<file path="config.mk">
export PLATFORM = sky130hd
export DESIGN_NAME = msrv32_pc_gen
export DESIGN_NICKNAME = d
export VERILOG_FILES = /design/src/rtl/msrv32_pkg.sv /design/src/rtl/msrv32_trap_vec.sv /design/src/rtl/msrv32_pc_gen.sv
export SDC_FILE = /design/constraint.sdc
export NUM_CORES = 1
export LEC_CHECK = 0
export CAP_MARGIN = 40
export CORE_UTILIZATION = 35
export DETAILED_ROUTE_END_ITERATION = 12
export SYNTH_ARGS = -nofsm -noshare
export SYNTH_HDL_FRONTEND = slang
export SYNTH_SLANG_ARGS = --single-unit
</file>
<file path="constraint.sdc">
create_clock -name clk_in -period 3.3 [get_ports clk_in]
set_input_delay 0.33 -clock clk_in [delete_from_list [all_inputs] [get_ports clk_in]]
set_output_delay 0.33 -clock clk_in [all_outputs]
set_load 0.005 [all_outputs]
</file>
<file path="src/rtl/msrv32_pkg.sv">
// Shared definitions for the msrv32 PC generator.
//   pc_src encodings, FSM state type/constants, mtvec MODE constant, widths.
package msrv32_pkg;

  localparam int unsigned PC_SRC_W     = 2;
  localparam int unsigned TRAP_CAUSE_W = 4;
  localparam int unsigned STATE_W      = 2;

  localparam logic [PC_SRC_W-1:0] PC_SRC_BOOT = 2'b00;
  localparam logic [PC_SRC_W-1:0] PC_SRC_EPC  = 2'b01;
  localparam logic [PC_SRC_W-1:0] PC_SRC_TRAP = 2'b10;
  localparam logic [PC_SRC_W-1:0] PC_SRC_SEQ  = 2'b11;

  typedef logic [STATE_W-1:0] pc_state_t;

  localparam pc_state_t ST_BOOT = 2'd0;
  localparam pc_state_t ST_RUN  = 2'd1;
  localparam pc_state_t ST_HOLD = 2'd2;

  // mtvec[1:0] value selecting vectored interrupt dispatch
  localparam logic [1:0] MODE_VECTORED = 2'b01;

endpackage : msrv32_pkg

</file>
<file path="src/rtl/msrv32_trap_vec.sv">
// Trap target computation from mtvec.
//   trap_base_in    : mtvec value, [1:0] = MODE
//   trap_irq_in     : trap is an interrupt
//   trap_cause_in   : interrupt cause code
//   trap_target_out : base, or base + 4*cause for vectored interrupts
module msrv32_trap_vec
  import msrv32_pkg::*;
#(
  parameter int unsigned XLEN = 32
) (
  input  logic [XLEN-1:0]         trap_base_in,
  input  logic                    trap_irq_in,
  input  logic [TRAP_CAUSE_W-1:0] trap_cause_in,
  output logic [XLEN-1:0]         trap_target_out
);

  logic [XLEN-1:0] base_c;
  logic [XLEN-1:0] offset_c;

  always_comb begin
    base_c   = {trap_base_in[XLEN-1:2], 2'b00};
    offset_c = XLEN'({trap_cause_in, 2'b00});
    if ((trap_base_in[1:0] == MODE_VECTORED) && trap_irq_in) begin
      trap_target_out = base_c + offset_c;
    end else begin
      trap_target_out = base_c;
    end
  end

endmodule : msrv32_trap_vec

</file>
<file path="src/rtl/msrv32_pc_gen.sv">
// Program counter generator with fetch-bus redirect buffering.
//   clk_in / rst_n_in           : clock, async active-low reset
//   ahb_ready_in                : fetch bus accepts i_addr_out
//   pc_src_in                   : 00 boot, 01 epc, 10 trap, 11 seq/branch
//   branch_taken_in, iaddr_in   : branch resolution and target[XLEN-1:1]
//   epc_in                      : mret return address
//   trap_base_in/irq/cause      : trap vector inputs
//   instr_compressed_in         : 16-bit instruction (RVC builds only)
//   pc_out, pc_plus_out         : committed PC and its sequential successor
//   i_addr_out                  : fetch address
//   misaligned_instr_out        : taken branch target misaligned
//   redirect_pending_out        : redirect latched, waiting for bus ready
// Build option: MSRV32_PC_RVC_EN enables 2-byte stepping and 2-byte targets.
module msrv32_pc_gen
  import msrv32_pkg::*;
#(
  parameter int unsigned    XLEN      = 32,
  parameter logic [XLEN-1:0] BOOT_ADDR = '0
) (
  input  logic                    clk_in,
  input  logic                    rst_n_in,
  input  logic                    ahb_ready_in,
  input  logic [PC_SRC_W-1:0]     pc_src_in,
  input  logic                    branch_taken_in,
  input  logic [XLEN-2:0]         iaddr_in,
  input  logic [XLEN-1:0]         epc_in,
  input  logic [XLEN-1:0]         trap_base_in,
  input  logic                    trap_irq_in,
  input  logic [TRAP_CAUSE_W-1:0] trap_cause_in,
  input  logic                    instr_compressed_in,
  output logic [XLEN-1:0]         pc_out,
  output logic [XLEN-1:0]         pc_plus_out,
  output logic [XLEN-1:0]         i_addr_out,
  output logic                    misaligned_instr_out,
  output logic                    redirect_pending_out
);

  pc_state_t       state_q, state_d;
  logic [XLEN-1:0] pc_q, pc_d;
  logic [XLEN-1:0] redirect_q, redirect_d;

  logic [XLEN-1:0] pc_step_c;
  logic [XLEN-1:0] pc_plus_c;
  logic [XLEN-1:0] branch_target_c;
  logic [XLEN-1:0] trap_target_c;
  logic [XLEN-1:0] target_c;
  logic            redirect_c;
  logic            misaligned_c;

  // Sequential step size
`ifdef MSRV32_PC_RVC_EN
  assign pc_step_c = instr_compressed_in ? XLEN'(2) : XLEN'(4);
`else
  logic rvc_unused;
  assign rvc_unused = instr_compressed_in;
  assign pc_step_c  = XLEN'(4);
`endif

  assign pc_plus_c       = pc_q + pc_step_c;
  assign branch_target_c = branch_taken_in ? {iaddr_in, 1'b0} : pc_plus_c;

  msrv32_trap_vec #(
    .XLEN (XLEN)
  ) u_trap_vec (
    .trap_base_in    (trap_base_in),
    .trap_irq_in     (trap_irq_in),
    .trap_cause_in   (trap_cause_in),
    .trap_target_out (trap_target_c)
  );

  // Target select
  always_comb begin
    target_c = branch_target_c;
    unique case (pc_src_in)
      PC_SRC_BOOT: target_c = BOOT_ADDR;
      PC_SRC_EPC:  target_c = epc_in;
      PC_SRC_TRAP: target_c = trap_target_c;
      default:     target_c = branch_target_c;
    endcase
  end

  // Anything other than plain sequential flow redirects the fetch stream
  assign redirect_c = (pc_src_in != PC_SRC_SEQ) | branch_taken_in;

  // Gated by reset so the flag is quiet while the core is held in reset
`ifdef MSRV32_PC_RVC_EN
  assign misaligned_c = 1'b0;
`else
  assign misaligned_c = rst_n_in & branch_taken_in & (pc_src_in == PC_SRC_SEQ)
                        & branch_target_c[1];
`endif

  // Next-state / datapath control
  always_comb begin
    state_d    = state_q;
    pc_d       = pc_q;
    redirect_d = redirect_q;
    i_addr_out = BOOT_ADDR;

    case (state_q)
      ST_BOOT: begin
        i_addr_out = BOOT_ADDR;
        if (ahb_ready_in) begin
          pc_d    = BOOT_ADDR;
          state_d = ST_RUN;
        end
      end

      ST_RUN: begin
        i_addr_out = target_c;
        if (!misaligned_c) begin
          if (ahb_ready_in) begin
            pc_d = target_c;
          end else if (redirect_c) begin
            redirect_d = target_c;
            state_d    = ST_HOLD;
          end
        end
      end

      ST_HOLD: begin
        i_addr_out = redirect_q;
        if (!misaligned_c) begin
          // A newer redirect supersedes the buffered one
          if (redirect_c) begin
            redirect_d = target_c;
            if (ahb_ready_in) begin
              pc_d    = target_c;
              state_d = ST_RUN;
            end
          end else if (ahb_ready_in) begin
            pc_d    = redirect_q;
            state_d = ST_RUN;
          end
        end
      end

      default: begin
        state_d = ST_BOOT;
      end
    endcase

    // Boot select wins from any state and drops any buffered redirect
    if (pc_src_in == PC_SRC_BOOT) begin
      state_d    = ST_BOOT;
      redirect_d = '0;
    end
  end

  // State and PC registers
  always_ff @(posedge clk_in or negedge rst_n_in) begin
    if (!rst_n_in) begin
      state_q    <= ST_BOOT;
      pc_q       <= BOOT_ADDR;
      redirect_q <= '0;
    end else begin
      state_q    <= state_d;
      pc_q       <= pc_d;
      redirect_q <= redirect_d;
    end
  end

  assign pc_out               = pc_q;
  assign pc_plus_out          = pc_plus_c;
  assign misaligned_instr_out = misaligned_c;
  assign redirect_pending_out = (state_q == ST_HOLD);

endmodule : msrv32_pc_gen

</file>
==> reports/qor.csv <==
metric,value,unit
final setup vio count,4,
Routed WL,29.4,mm
number of diodes,0,
Worst Slack Setup Final,-0.116,ns
Synth Flop Type,dfrtp_1,
Syn Nets,949,
Routed Antenna Nets,0,
H-Tree Depth,3,
cell with the most instances after synthesis,nand2_1,
I/O Buffers,203,
yosys warns,0,
aggregate negative setup slack,-0.230,ns
Clock transition at path regs,0.05,ns
Core Box Area,17200,um^2
Layout area overhead,61.5,%
Skew-Pair Late Insertion Delay,0.34,ns
failing checks,setup timing,
Achievable Freq,293,MHz
synth top area cells,"dfrtp_1, nand2_1, a21oi_1",
worst vdd ir,490,uV
Yosys cell types,66,
pin count of the biggest net entering global routing,63,
mapped cell area,6160,um^2
Post-Place Worst Slack,-0.305,ns
Boundary Pins,205,
vias per inst,5.95,
vias in the first global route,7431,
first-pass GRT wire length,43.6,mm
hold slack,0.324,ns
layout cell share with drive strength beyond 1,20.4,%
wire per inst,21.5,um
Via Count,8138,
post-synthesis sequential area ratio,26.8,%
Fin. Hold Viols,0,
DIE AREA,18100,um^2
Die W,135,um
hold crit path type,input port to asynchronous set/reset pin,
Overall Power,6.12,mW
TritonCTS Buffers,9,
First-pass DRT Iterations,6,
row cnt,48,
Slew headroom,58.8,%
initial antenna violation count,0,
crit path max fanout,15,
commonest cells in the netlist,"nand2_1, a21oi_1, dfrtp_1, nor2_1, nand3_1",
CTS tree,done,
Setup crit end kind,primary output,
DPL Wire Length,22.1,mm
"EDFF count, synth",0,
Synth Area per Inst,7.40,um^2
placed insts,1319,
clk sinks,66,
Final GP Congestion,0.905,
root buffer cell,clkbuf_16,
Max Slew Vio Count,0,
minimum clock period,3.42,ns
post-synth top area cell,dfrtp_1,
reg2reg path depth,8,
Synth top area share,26.8,%
DR DRC count,0,
all-layer global routing usage,31.7,%
Initial Util,35.7,%
critical path startpoint category,input port,
nets,1254,
Vert. Die Dim,135,um
unrepaired setup endpoints after global routing,yes,
Crit path required time,2.97,ns
total grt overflow,0,
#FFs+latches synth,66,
PwrDens,615,nW/um^2
fin crit share,104,%
WP data arrival,3.09,ns
Static Leak,4.20,nW
Iter 0 DRT Violations,740,
CTS Buffer Depth,2,
slew at the pin closest to its max-slew limit,0.617,ns
Synth async-reset ratio,100,%
status,finished with violations,
worst-case clock skew,0.00571,ns
critical path class,input port to primary output,
fill count,1626,
Post-Layout Cell Count,1367,
Syn Inst Count,832,
max-cap viol count,0,
-- logic make-up after synthesis --
group / share of synthesized area, %
AO/OA/AOI/OAI: 28.7
adder cells (fa/ha/maj): 2.15
buffers and inverters: 4.94
flip-flops: 26.8
multiplexers: 4.77
AND/OR/NAND/NOR: 27.4
XOR/XNOR: 5.26
-- sequential cells by signal, indices dropped and copies added, names as in the netlist --
signal / cells
state_q: 2
pc_out: 32
redirect_q: 32
-- final timing paths --
path,start,to,slack [ns]
worst max-delay path,trap_cause_in[3],i_addr_out[17],-0.12
worst min register to register,redirect_q[31],redirect_q[31],0.48
worst min-delay path,rst_n_in,redirect_q[10],0.32
max in group asynchronous,rst_n_in,pc_out[14],2.10
min in group clk_in,redirect_q[31],redirect_q[31],0.48
worst max register to register,state_q[1],pc_out[19],0.68
-- timing repair --
item	4_1_cts	5_1_grt
buffers inserted	24	7
pin swaps	16	17
setup endpoints to repair	23	20
hold buffers	1	0
hold endpoints to repair	1	0
resized for setup	48	25
-- per-stage QoR --
stage	instance area [um^2]	util, %
after floorplan	6160	-
after global placement	9190	53.3
after detailed placement	9210	53.4
after CTS	9800	56.9
after global routing	9940	57.7
final	9940	57.7
-- cells in the final DEF (no fill, tap or decap), drive strengths merged, types with 7 or more instances in the layout --
cell type      instances
clkdlybuf4s50        178
buf                  157
nand2                122
a21oi                 77
dfrtp                 66
nor2                  61
nand3                 54
o21ai                 50
xnor2                 23
nand4                 17
mux2i                 17
and3                  16
o211ai                15
nor3                  15
clkbuf                15
dlygate4sd2           14
xor2                  14
o22ai                 13
a22oi                 12
nor4                  12
mux2                  11
inv                   10
a21o                   9
ha                     9
and2                   8
o31ai                  8
or3                    8
a211oi                 8
a221o                  8
nor2b                  7
dlymetal6s2s           7
a31oi                  7
-- per-layer routing --
layer	up-vias	global-route usage [%]	part of all wire [%]	routed length (um)
li1	3728	-	-	-
met1	3968	44.8	45	13200
met2	400	49.7	45	13200
met3	42	4.88	8.4	2470
met4	0	9.36	1.9	567
met5	-	0	0	0
-- where the power goes --
group / internal (mW) / switching, mW
combinational: 1.68 / 2.10
clock: 0.568 / 0.357
sequential: 1.11 / 0.293
total: 3.36 / 2.75
-- area by class of cell --
type	instances	area, um^2	area share [%]
Clock buffer	14	274	2.76
Clock inverter	2	10.0	0.101
Inverter	12	45.0	0.453
Multi-Input combinational cell	689	4400	44.2
Sequential cell	66	1650	16.6
Tap cell	225	282	2.83
Timing Repair Buffer	359	3280	33.0
-- critical path, stage by stage --
cell	delay [ns]
clkdlybuf4s50_1	0.52
ha_4	0.23
a21o_1	0.22
a31oi_2	0.22
buf_12	0.18
nor2_1	0.06
xnor2_1	0.16
a22o_1	0.27
o32ai_2	0.23
buf_4	0.17
clkdlybuf4s50_1	0.49
Power figures use the tool's default switching activity.
